===== src/rtl/fetch_issue_unit.sv =====
// fetch_issue_unit: instruction fetch and issue stage.
// Issues one fetch per cycle into a fixed 1-cycle-latency instruction
// memory and queues the returned words with their PCs in a small FIFO.
// The FIFO head is presented to decode under a valid/ready handshake.
// Redirect flushes everything and restarts fetch. An undefined opcode
// (010/011) halts fetching until the next redirect.
module fetch_issue_unit #(
    parameter int PC_WIDTH    = 8,
    parameter int INSTR_WIDTH = 16,
    parameter int DEPTH       = 4
) (
    input  logic                         clk,
    input  logic                         rst_n,
    output logic                         imem_en,
    output logic [PC_WIDTH-1:0]          imem_addr,
    input  logic [INSTR_WIDTH-1:0]       imem_rdata,
    output logic                         issue_valid,
    output logic [INSTR_WIDTH-1:0]       issue_instr,
    output logic [2:0]                   issue_opcode,
    output logic [PC_WIDTH-1:0]          issue_pc,
    output logic                         issue_illegal,
    input  logic                         issue_ready,
    input  logic                         redirect_valid,
    input  logic [PC_WIDTH-1:0]          redirect_pc,
    output logic                         halted,
    output logic [$clog2(DEPTH):0]       count
);

    localparam int AW = $clog2(DEPTH);
    localparam int CW = AW + 1;
    localparam logic [PC_WIDTH-1:0] PC_ONE  = 1;
    localparam logic [AW-1:0]       PTR_ONE = 1;
    localparam logic [CW-1:0]       CNT_ONE = 1;
    localparam logic [CW:0]         DEPTH_C = (CW+1)'(DEPTH);

    typedef enum logic {RUN, HALTED} state_t;

    state_t state_q, state_d;

    logic [PC_WIDTH-1:0]                   pc_q;
    logic                                  pending_q;
    logic [PC_WIDTH-1:0]                   pending_pc_q;
    logic [AW-1:0]                         wr_ptr_q, rd_ptr_q;
    logic [CW-1:0]                         count_q;
    logic [DEPTH-1:0][INSTR_WIDTH-1:0]     fifo_instr;
    logic [DEPTH-1:0][PC_WIDTH-1:0]        fifo_pc;

    logic          push, pop;
    logic          rdata_illegal;
    logic [CW:0]   credit_used;

    // Outstanding slots: queued words plus the one in flight. Slots are
    // only reclaimed once a pop has actually updated count.
    assign credit_used   = {1'b0, count_q} + {{CW{1'b0}}, pending_q};
    assign rdata_illegal = (imem_rdata[INSTR_WIDTH-1 -: 2] == 2'b01);

    // Responses arriving while halted belong to requests made after the
    // illegal word and are dropped, so nothing past it gets issued.
    assign push = pending_q && (state_q == RUN) && !redirect_valid;
    assign pop  = issue_valid && issue_ready;

    assign imem_addr = pc_q;

    // FSM state register
    always_ff @(posedge clk) begin
        if (!rst_n) state_q <= RUN;
        else        state_q <= state_d;
    end

    // FSM next state and fetch enable
    always_comb begin
        state_d = state_q;
        imem_en = 1'b0;
        if (rst_n && (state_q == RUN) && !redirect_valid && (credit_used < DEPTH_C))
            imem_en = 1'b1;
        if (redirect_valid)
            state_d = RUN;
        else if (push && rdata_illegal)
            state_d = HALTED;
    end

    // PC, in-flight tracking and FIFO pointers/occupancy
    always_ff @(posedge clk) begin
        if (!rst_n) begin
            pc_q         <= '0;
            pending_q    <= 1'b0;
            pending_pc_q <= '0;
            wr_ptr_q     <= '0;
            rd_ptr_q     <= '0;
            count_q      <= '0;
        end else if (redirect_valid) begin
            pc_q      <= redirect_pc;
            pending_q <= 1'b0;
            wr_ptr_q  <= '0;
            rd_ptr_q  <= '0;
            count_q   <= '0;
        end else begin
            pending_q <= imem_en;
            if (imem_en) begin
                pc_q         <= pc_q + PC_ONE;
                pending_pc_q <= pc_q;
            end
            if (push) wr_ptr_q <= wr_ptr_q + PTR_ONE;
            if (pop)  rd_ptr_q <= rd_ptr_q + PTR_ONE;
            if (push && !pop)      count_q <= count_q + CNT_ONE;
            else if (!push && pop) count_q <= count_q - CNT_ONE;
        end
    end

    // FIFO storage; contents only matter under a valid occupancy count
    always_ff @(posedge clk) begin
        if (push) begin
            fifo_instr[wr_ptr_q] <= imem_rdata;
            fifo_pc[wr_ptr_q]    <= pending_pc_q;
        end
    end

    assign count         = count_q;
    assign halted        = (state_q == HALTED);
    assign issue_valid   = (count_q != '0);
    assign issue_instr   = issue_valid ? fifo_instr[rd_ptr_q] : '0;
    assign issue_pc      = issue_valid ? fifo_pc[rd_ptr_q] : '0;
    assign issue_opcode  = issue_instr[INSTR_WIDTH-1 -: 3];
    assign issue_illegal = issue_valid && (issue_opcode[2:1] == 2'b01);

endmodule


===== config.mk =====
export PLATFORM = sky130hd
export DESIGN_NAME = fetch_issue_unit
export DESIGN_NICKNAME = d
export VERILOG_FILES = /design/src/rtl/fetch_issue_unit.sv
export SDC_FILE = /design/constraint.sdc
export NUM_CORES = 1
export LEC_CHECK = 0
export CORE_MARGIN = 3
export CORE_UTILIZATION = 50
export DETAILED_ROUTE_END_ITERATION = 8
export PLACE_DENSITY = 0.85
export SYNTH_ARGS = -nofsm -noshare
export SYNTH_HDL_FRONTEND = slang
export SYNTH_SLANG_ARGS = --single-unit

===== constraint.sdc =====
create_clock -name clk -period 3.4 [get_ports clk]
set_input_delay 0.68 -clock clk [delete_from_list [all_inputs] [get_ports clk]]
set_output_delay 0.68 -clock clk [all_outputs]
set_load 0.02 [all_outputs]

Word-level counts from Yosys, hierarchy flattened --
Index checks and enable logic that the tools add are counted.
Operators by class: add/subtract/negate cells 6, magnitude comparators 4, equal/unequal tests 2, muxes and demuxes 17, bitwise logic cells 3, reductions and logical operators 19
Operator list (number):
- $bwmux W64 | 1
- $mux W16 | 3
- $mux W8 | 5
- $bmux W16 S2 | 1
- $bwmux W32 | 1
- $demux W16 S2 | 1
- $bmux W8 S2 | 1
- $demux W8 S2 | 1
- $logic_and A1 B1 Y1 | 11
- $add A8 B1 Y8 const B | 1
- $lt A2 B3 Y1 const B | 2
- $mux W3 | 2
- $add A2 B1 Y2 const B | 2
- $add A3 B1 Y4 | 1
- $eq A2 B1 Y1 const B | 2
- $lt A4 B3 Y1 const B | 1
- $reduce_bool A2 Y1 | 2
- $add A3 B1 Y3 const B | 1
- $logic_not A1 Y1 | 3
- $not A1 Y1 | 3
- $reduce_bool A3 Y1 | 1
- $sub A3 B1 Y3 const B | 1
- $ge A2 B1 Y1 const B | 1
- $reduce_and A2 Y1 | 1
- 2 further kinds | 2
Word-level totals: flip-flop bits (word level) 121, input port bits 28, output and inout bits 42, logic and storage cells 66

Longest topological paths before layout --
word-level depth 7, mapped depth 9, gate-level depth less buffers 8

Worst setup path before layout --
OpenSTA, ideal clock, no wires.
path kind input -> register, start in redirect_valid, end reg count_q[2], in the netlist count[2], arrival time 2646 ps, path slack 683 ps, cell stages on the path 8, cell sequence clkbuf_1 nor3b_1 ha_1 inv_1 fa_1 xor2_1 or3_1 a21oi_1
Between the ends: word-level cells in the longest chain between the ends 5, elaborated cells between the ends (all ways) 8, those cells by class mux (1); reduce/logical (7)
RTL lines:
- from (decl) | line 23 | input logic redirect_valid,
- $logic_not A1 Y1 * | line 59 | assign push = pending_q && (state_q == RUN) && !redirect_valid;
- $logic_and A1 B1 Y1 * | line 59
- named net push | line 48 | logic push, pop;
- $logic_not A1 Y1 | line 106 | else if (!push && pop) count_q <= count_q - CNT_ONE;
- $logic_and A1 B1 Y1 | line 106
- $reduce_bool A2 Y1 (no line)
- to (signal assigned) | line 105 | if (push && !pop) count_q <= count_q + CNT_ONE;
- to (signal assigned) | line 106
- to (decl) | line 44 | logic [CW-1:0] count_q;
The timed path passes the listed nets; every way through them passes the cells marked *. A chain may end at the register's enable or synchronous reset.

Worst setup path after layout --
start in rst_n, end out imem_en
Between the ends: word-level cells in the longest chain between the ends 4
RTL lines:
- from (decl) | line 13 | input logic rst_n,
- $logic_and A1 B1 Y1 (3 in series) | line 74 | if (rst_n && (state_q == RUN) && !redirect_valid && (credit_used < DEPTH_C))
- $mux W1 | line 74
- to (decl) | line 14 | output logic imem_en,
Every way passes these cells.

==> impl_metrics.yaml <==
run_status:
  status: "finished, final reports clean"
place:
  hpwl_um: 6240
  dp.cells: 496
  place_area_um2: 5710
  gp_congestion: 0.800
  portBuffers: 69
synth:
  synthTopCellsByArea: "edfxtp_1 60%, mux4_2 11%, dfxtp_1 10%"
  ys_warn_count: 0
  ys_types: 43
  avgSynthCellArea_um2: 16.1
  synthesis.area_um2: 4830
  netlist_instances: 300
  syn_nets: 335
  ys_ff_latch: 121
  seq_area_frac_synth: 0.700
  ys.flop_type: "edfxtp_1"
  synthArstFlopShare: 0
  synth_top_area_cell: "edfxtp_1"
  synth_top_area_share: 0.597
  synth-edff-count: 96
worst_hold_path:
  hold_path_class: "flip-flop to flip-flop"
power_and_ir_drop:
  power_leakage_nw: 2.11
  ir_drop_mv: 0.239
  p_per_area_nw_per_um2: 572
critical_path:
  path_common_cell: "clkdlybuf4s50_1"
  crit_end: "imem_en"
  worst_setup_path_start_kind: "primary input"
  worstSetupEndpointType: "output port"
  crit_chain: "clkdlybuf4s50_1 -> or4b_4 -> or2_1 -> inv_2 -> clkdlybuf4s50_1"
  cpPeakStageDelay_ps: 590
  cp_data_arrival_time_ps: 2600
  cp_slowest_cell: "clkdlybuf4s50_1"
  rr_endpoint: "count[2]$_SDFFE_PP0P_"
  crit_type: "primary input to output port"
  reg2reg_depth: 8
  r2r_start: "count[2]$_SDFFE_PP0P_"
  critPathLaunch: "rst_n"
  worst_ep_required_time_ps: 2720
  r2r_slack_ps: 1050
  crit_fanout: 5
timing:
  final_max_slew_viol_count: 0
  max_freq_mhz: 305
  fin_crit_ps: 3280
  fin_skew_ps: 7.04
  relSlewSlack: 0.743
  final-hold-violation-count: 0
  worstMarginPinSlew_ps: 386
  rsz0062_at_grt: "false"
  setup-violations-final: 0
  setup_tns_ps: 0
  min_period_over_period: 0.966
global_routing:
  grt_max_degree: 25
  grt_antenna_before_repair: 0
  overflow: 0
  grt_pass1_vias: 3078
  grt_pass1_wl_um: 16100
  grtUsageTotal: 0.196
cells_and_area:
  syn2layout_area_growth_pct: 30.2
  stdcell_area_um2: 6290
  layoutNonFillerInstCount: 528
  final_util: 0.674
  nets: 421
  drive_gt1_frac: 0.190
  n_antenna_cell: 0
clock_network:
  clockBufferDepth: 2
  cts_tree: "done"
  clockRootBuffer: "clkbuf_8"
  clk_latency_ps: 510
  post_cts_buffers: 0
  cts_sinks: 121
  cts_max_level: 4
  clkTransAtPathRegs_ps: 60
  cts_buffers: 17
routing:
  routed_wl_um: 9790
  drcViolationCount: 0
  num_vias: 2830
  viasPerCell: 5.36
  drt_iter0_drc: 92
  first_pass_iters: 4
  ant_nets: 0
  routedWlPerCell_um: 18.5
floorplan:
  die_height_um: 104
  ios: 70
  die_w_um: 104
  coreArea_um2: 9330
  start_util: 0.518
  fp-row-count: 35
  dieArea_um2: 10900
job:
  cap_violations: 0
[cell type report]
class / instances / area [µm²]
fillers: 634 / 3040
clock inverters: 11 / 80.1
well taps: 129 / 161
multi-input cells: 152 / 1330
inverters: 9 / 33.8
repair buffers: 85 / 811
flip-flops and latches: 121 / 3390
clock buffers: 21 / 493
[worst min-delay path by stage]
stage	depth (start not counted)	slack [ps]	startpoint	end
after CTS	2	490	imem_addr[7]$_SDFFE_PN0P_	imem_addr[7]$_SDFFE_PN0P_
after global placement	0	470	pending_pc_q[5]$_SDFFE_PN0P_	fifo_pc[21]$_DFFE_PP_
after floorplan	0	460	pending_pc_q[0]$_SDFFE_PN0P_	fifo_pc[0]$_DFFE_PP_
after detailed placement	2	480	imem_addr[7]$_SDFFE_PN0P_	imem_addr[7]$_SDFFE_PN0P_
after global routing	2	510	imem_addr[7]$_SDFFE_PN0P_	imem_addr[7]$_SDFFE_PN0P_
final	2	500	imem_addr[7]$_SDFFE_PN0P_	imem_addr[7]$_SDFFE_PN0P_
[metal layers]
layer  wire (µm)  vias to the layer above  track usage  part of all wire
li1            -                     1311            -                 -
met1        3900                     1412        0.226              0.40
met2        5150                       89        0.337              0.53
met3         562                       18       0.0683             0.057
met4         178                        0       0.0712             0.018
met5           0                        -            0                 0
[worst max-delay path: cells and delay by family]
family | cells | cell delay, ps
and+or+nand+nor | 2 | 790
buffers and inverters | 3 | 1130
[placed cells by master (no fill, tap or decap), types with 2 or more instances in the layout]
master            n
edfxtp_1         96
clkdlybuf4s50_1  69
nand2_1          29
and2_1           28
mux4_2           24
dfxtp_1          23
clkbuf_16        19
a21oi_1          17
buf_4            16
inv_1             8
nor2_1            8
ha_1              6
nand3_1           4
xor2_1            4
o21ai_0           3
inv_4             3
clkinv_4          3
a31oi_1           2
o21a_1            2
inv_6             2
clkinv_2          2
dfxtp_2           2
[flip-flops by register name (all words and copies together), names as in the netlist]
signal        count
count             3
fifo_instr       64
fifo_pc          32
halted            1
imem_addr         8
pending_pc_q      8
pending_q         1
rd_ptr_q          2
wr_ptr_q          2
[kinds of logic after synthesis]
group | count (synthesis) | synth area share
flops | 121 | 0.700
simple gates | 81 | 0.0870
compound gates | 34 | 0.0435
buf+inv | 27 | 0.0264
mux | 25 | 0.114
fa+ha+maj | 7 | 0.0197
xor+xnor | 5 | 0.00906
[synth_stat cells (all sizes together), types with 2 or more instances]
cell and number:
and2 28, xor2 4, nand2 29, mux4 24, buf 8, a31oi 2
o21ai 4, dfxtp 25, or3 2, ha 6, nor2 8, a21oi 17
inv 9, edfxtp 96, o21a 2, clkbuf 10, nand3 4
[power breakdown]
group	switching (mW)	leakage, nW	total, mW	internal [mW]
Combinational	0.140	0.774	0.282	0.142
Clock	0.643	0.285	1.67	1.03
Sequential	0.0223	1.05	1.64	1.62
[per-stage QoR]
stage,hold WS [ps],power [mW],setup WS [ps]
2_1_floorplan,460,1.81,683
3_3_place_gp,474,1.94,155
3_5_place_dp,480,1.95,117
4_1_cts,492,3.63,13.4
5_1_grt,514,3.71,24.8
6_report,496,3.60,116
[repair_timing]
item,4_1_cts,5_1_grt
gates resized for setup,0,2
hold buffers,0,0
endpoints found under the setup margin,0,2
Note: power is estimated with default switching activity, not from simulation.
